File: src/rtl/status_pkg.sv
// Shared types for the processor status word: condition codes and flag layout.
package status_pkg;

  localparam int unsigned FLAG_W = 5;

  // Bit positions of each flag inside the {X,Z,N,C,V} word.
  localparam int unsigned FLAG_V = 0;
  localparam int unsigned FLAG_C = 1;
  localparam int unsigned FLAG_N = 2;
  localparam int unsigned FLAG_Z = 3;
  localparam int unsigned FLAG_X = 4;

  typedef enum logic [3:0] {
    CondAlways = 4'h0,
    CondEq     = 4'h1,
    CondNe     = 4'h2,
    CondCs     = 4'h3,
    CondCc     = 4'h4,
    CondMi     = 4'h5,
    CondPl     = 4'h6,
    CondVs     = 4'h7,
    CondVc     = 4'h8,
    CondXs     = 4'h9,
    CondXc     = 4'hA,
    CondGe     = 4'hB,
    CondLt     = 4'hC,
    CondGt     = 4'hD,
    CondLe     = 4'hE,
    CondNever  = 4'hF
  } cond_t;

  // Field order makes x the MSB and v the LSB, matching the FLAG_* indices.
  typedef struct packed {
    logic x;
    logic z;
    logic n;
    logic c;
    logic v;
  } flags_t;

endpackage

File: src/rtl/cond_eval.sv
// Combinational branch-condition evaluator over a registered flag word.
module cond_eval
  import status_pkg::*;
(
  input  cond_t  cond,
  input  flags_t flags,
  output logic   cond_true
);

  // Decode the 4-bit condition code against the supplied flags.
  always_comb begin
    cond_true = 1'b0;
    unique case (cond)
      CondAlways: cond_true = 1'b1;
      CondEq:     cond_true = flags.z;
      CondNe:     cond_true = ~flags.z;
      CondCs:     cond_true = flags.c;
      CondCc:     cond_true = ~flags.c;
      CondMi:     cond_true = flags.n;
      CondPl:     cond_true = ~flags.n;
      CondVs:     cond_true = flags.v;
      CondVc:     cond_true = ~flags.v;
      CondXs:     cond_true = flags.x;
      CondXc:     cond_true = ~flags.x;
      CondGe:     cond_true = (flags.n == flags.v);
      CondLt:     cond_true = (flags.n != flags.v);
      CondGt:     cond_true = ~flags.z & (flags.n == flags.v);
      CondLe:     cond_true = flags.z | (flags.n != flags.v);
      CondNever:  cond_true = 1'b0;
    endcase
  end

endmodule

File: src/rtl/status_flags.sv
// Registered processor status word with condition evaluation and an
// interrupt shadow stack (LIFO) for flag save/restore.
module status_flags
  import status_pkg::*;
#(
  parameter int unsigned DEPTH = 4,
  parameter int unsigned PTR_W = $clog2(DEPTH + 1)
) (
  input  logic              clk,
  input  logic              reset_n,
  input  logic              alu_v,
  input  logic              alu_c,
  input  logic              alu_n,
  input  logic              alu_z,
  input  logic              alu_x,
  input  logic              alu_set_vc,
  input  logic              flag_we,
  input  logic              status_we,
  input  logic [FLAG_W-1:0] status_in,
  input  logic              irq_save,
  input  logic              irq_restore,
  input  logic              err_clr,
  input  logic [3:0]        cond,
  output logic [FLAG_W-1:0] flags,
  output logic              cond_true,
  output logic              stack_full,
  output logic              stack_empty,
  output logic              err_sticky
);

  localparam int unsigned IDX_W = (DEPTH > 1) ? $clog2(DEPTH) : 1;

  flags_t           flags_q, flags_d;
  logic [PTR_W-1:0] occ_q, occ_d;
  logic             err_q, err_d;
  flags_t           stack_q [DEPTH];

  logic             full, empty;
  logic             push_req, pop_req, do_push, do_pop, err_set;
  logic [PTR_W-1:0] occ_m1;
  logic [IDX_W-1:0] push_idx, pop_idx;

  assign full  = (occ_q == PTR_W'(DEPTH));
  assign empty = (occ_q == '0);

  // Save and restore together cancel each other and count as misuse.
  assign push_req = irq_save & ~irq_restore;
  assign pop_req  = irq_restore & ~irq_save;
  assign do_push  = push_req & ~full;
  assign do_pop   = pop_req & ~empty;
  assign err_set  = (irq_save & irq_restore) | (push_req & full) | (pop_req & empty);

  assign occ_m1   = occ_q - PTR_W'(1);
  assign push_idx = occ_q[IDX_W-1:0];
  assign pop_idx  = occ_m1[IDX_W-1:0];

  // Flag-word next state: restore beats status_we beats ALU writeback.
  always_comb begin
    flags_d = flags_q;
    if (do_pop) begin
      flags_d = stack_q[pop_idx];
    end else if (status_we) begin
      flags_d = flags_t'(status_in);
    end else if (flag_we) begin
      flags_d.n = alu_n;
      flags_d.z = alu_z;
      flags_d.x = alu_x;
      if (alu_set_vc) begin
        flags_d.v = alu_v;
        flags_d.c = alu_c;
      end
    end
  end

  // Occupancy and sticky-error next state; a new error wins over err_clr.
  always_comb begin
    occ_d = occ_q;
    if (do_push) begin
      occ_d = occ_q + PTR_W'(1);
    end else if (do_pop) begin
      occ_d = occ_m1;
    end
    err_d = err_q;
    if (err_set) begin
      err_d = 1'b1;
    end else if (err_clr) begin
      err_d = 1'b0;
    end
  end

  // Status state registers with synchronous active-low reset.
  always_ff @(posedge clk) begin
    if (!reset_n) begin
      flags_q <= '0;
      occ_q   <= '0;
      err_q   <= 1'b0;
    end else begin
      flags_q <= flags_d;
      occ_q   <= occ_d;
      err_q   <= err_d;
    end
  end

  // Shadow stack storage; pushes capture the pre-update flag word.
  always_ff @(posedge clk) begin
    if (do_push) begin
      stack_q[push_idx] <= flags_q;
    end
  end

  cond_eval u_cond_eval (
    .cond      (cond_t'(cond)),
    .flags     (flags_q),
    .cond_true (cond_true)
  );

  assign flags       = flags_q;
  assign stack_full  = full;
  assign stack_empty = empty;
  assign err_sticky  = err_q;

endmodule

File: config.mk
export PLATFORM = sky130hd
export DESIGN_NAME = status_flags
export DESIGN_NICKNAME = d
export VERILOG_FILES = /design/src/rtl/status_pkg.sv /design/src/rtl/cond_eval.sv /design/src/rtl/status_flags.sv
export SDC_FILE = /design/constraint.sdc
export NUM_CORES = 1
export LEC_CHECK = 0
export BUFFER_PORTS_ARGS = -buffer_cell sky130_fd_sc_hd__buf_2
export CORE_MARGIN = 3
export CORE_UTILIZATION = 40
export CTS_BUF_LIST = sky130_fd_sc_hd__clkbuf_16
export CTS_CLUSTER_SIZE = 28
export DETAILED_ROUTE_END_ITERATION = 10
export PLACE_DENSITY_LB_ADDON = 0.15
export SLEW_MARGIN = 5
export SYNTH_ARGS = -nofsm -noshare
export SYNTH_HDL_FRONTEND = slang
export SYNTH_SLANG_ARGS = --single-unit
File: constraint.sdc
create_clock -name clk -period 4.9 [get_ports clk]
set_clock_uncertainty 0.15 [all_clocks]
set_input_delay 0.49 -clock clk [delete_from_list [all_inputs] [get_ports clk]]
set_output_delay 0.49 -clock clk [all_outputs]
set_load 0.05 [all_outputs]
==> reports/metrics.csv <==
metric,value,unit
status,completed,
slowest_stage,dfxtp_1,
grt_max_degree,11,
firstDrtPassIters,4,
yosysSeqAreaShare,0.501,
start_util,0.420,
dpl_worst_slack,2.50,ns
ant_nets,0,
cp_cell_sequence,"mux2i_1, o22ai_1, or4_1, a31o_1, buf_2",
synthArstFlopShare,0,
r2r_start,occ_q[0],
first_iter_violations,38,
cp_max_fo,10,
dpl_cell_area,1710,sq um
cts_tree,built,
rows,22,
endpoint_kind,output pin,
drv_cap,0,
die_width,68.4,um
grt_usage,0.155,
reg2reg_setup_slack,2.57,ns
holdBufCountCts,0,
drive_above_1_share,0.288,
r2r-end,flags[0],
max_freq,370,MHz
design_area,1850,sq um
routed_via_density,5.40,
antenna_found_initial,0,
arrival,2.06,ns
globalplace.congestion,0.723,
hold_ws,0.320,ns
fp.coreArea,3720,sq um
synth_area,1560,sq um
synth_edf_count,20,
clk_latency,0.27,ns
startpoint,flags[2],
grt-ovfl-total,0,
syn_area_per_cell,12.2,sq um
htreeDepth,2,
cts.path.max_buffers,2,
synth-seq-cells,29,
ios,31,
synthTopCellsByCount,"edfxtp_1 (20), mux2i_1 (10), a21oi_1 (9), dfxtp_1 (9), inv_1 (9)",
setup_violations,0,
die_h,68.4,um
nets,186,
die-area,4680,sq um
crit_end,cond_true,
slew_violations,0,
period_share,0.551,
cts_root_buffer,clkbuf_16,
yosys.area.top_type_share,0.385,
wirelength,3340,um
postSynthCellCount,128,
clkTransAtPathRegs,0.05,ns
area_delta_synth_final,18.8,%
worstMarginPinSlew,0.693,ns
fillCellCount,346,
rsz0062_at_grt,no,
setup_slack,2.20,ns
start_kind,register,
cpPeakStageDelay,0.59,ns
diodes,0,
post_drt_wl_per_cell,16.0,um
final.setup.tns,0,ns
ys_top_cells_by_area,"edfxtp_1 (39%), dfxtp_1 (12%), mux4_2 (7.2%), mux2i_1 (6.4%), ha_1 (4.0%)",
cts_resized,0,
crit_type,reg -> out,
period_needed,2.70,ns
cts_buffers,5,
finalHoldViolCount,0,
vias,1124,
clock_sinks,29,
synth_most_common_cell,edfxtp_1,
yosysTopAreaCell,edfxtp_1,
finalNonFillerCells,208,
reg2reg_depth,6,
place_hpwl,2420,um
yosysWarnings,0,
drc_errors,0,
grt_pass1_wl,5110,um
postCtsSetupBuffers,0,
hold_path.class,in -> reg,
first_global_vias,1042,
ir_worst_vdd,253,uV
syn_nets,155,
cp.required,4.26,ns
ys_types,39,
ys.flop_type,edfxtp_1,
slew_headroom,0.535,
portBuffers,30,
leakage,0.765,nW
numPlacedInstances,200,
power_density,389,nW/um^2
==> per-stage QoR <==
| stage | total power (W) | util |
|---|---|---|
| 2_1_floorplan | 0.000411 | - |
| 3_3_place_gp | 0.000442 | 0.461 |
| 3_5_place_dp | 0.000447 | 0.461 |
| 4_1_cts | 0.000727 | 0.498 |
| 5_1_grt | 0.000756 | 0.498 |
| 6_report | 0.000721 | 0.498 |
==> cell families after synthesis <==
| group | after synthesis | synth area share |
|---|---|---|
| and+or+nand+nor | 32 | 0.111 |
| DFF | 29 | 0.501 |
| AOI/OAI and AO/OA | 26 | 0.116 |
| muxes | 19 | 0.168 |
| buffers and inverters | 16 | 0.0594 |
| adders and majority gates | 5 | 0.0401 |
| xor gates and xnor gates | 1 | 0.00562 |
==> registers in the layout (all words and copies together), names as in the netlist <==
name / flops
stack_q: 20
flags: 5
occ_q: 3
err_sticky: 1
==> metal layers <==
layer / up-vias / global-route usage / wire length (um)
met2: 30 / 0.246 / 1590
met1: 542 / 0.201 / 1500
met3: 5 / 0.0591 / 213
met5: - / 0 / 0
li1: 547 / - / -
met4: 0 / 0.0298 / 29
==> worst min-delay path by stage <==
stage	from	depth (start not counted)	endpoint	slack (ns)
global placement	err_sticky	2	err_sticky	0.33
floorplan	occ_q[1]	3	occ_q[1]	0.45
CTS	reset_n	2	occ_q[0]	0.32
finish	reset_n	2	occ_q[0]	0.32
global route	reset_n	2	occ_q[0]	0.33
detailed placement	err_sticky	2	err_sticky	0.34
==> worst max-delay path: cells and delay by family, from the launching register on <==
| kind | cells | cell delay (ns) |
|---|---|---|
| buffers and inverters | 1 | 0.20 |
| and+or+nand+nor | 1 | 0.47 |
| AOI/OAI and AO/OA | 2 | 0.27 |
| muxes | 1 | 0.26 |
| DFF | 1 | 0.59 |
==> where the power goes <==
part           leakage [nW]  internal [W]  switching [W]  total (W)
logic                 0.436     0.0000558      0.0000867   0.000142
clock network        0.0687      0.000183      0.0000971   0.000280
registers             0.260      0.000279      0.0000198   0.000299
total                 0.765      0.000517       0.000204   0.000721
==> cell usage in the layout (no fill, tap or decap), types with 2 or more instances in the layout <==
cell,count
nor3_1,5
a211o_1,6
edfxtp_1,20
nor2b_1,2
buf_2,30
clkinv_1,2
clkbuf_16,5
mux2_2,3
o21ai_0,2
dfxtp_1,9
nor2_1,2
nand2_1,7
inv_1,9
a21oi_1,9
a221oi_1,2
and3_1,4
nand3_1,3
ha_1,5
mux4_2,5
nand2b_1,3
mux2i_1,10
==> final cells by class <==
cell class                      count  area [sq um]  area share
Sequential cell                    29           781       0.422
Multi-Input combinational cell     83           686       0.370
Timing Repair Buffer               30           150      0.0811
Clock buffer                        5           125      0.0676
Tap cell                           48          60.1      0.0324
Inverter                           10          37.5      0.0203
Clock inverter                      3          12.5     0.00676
No activity file was read; power rests on OpenSTA's default activity.
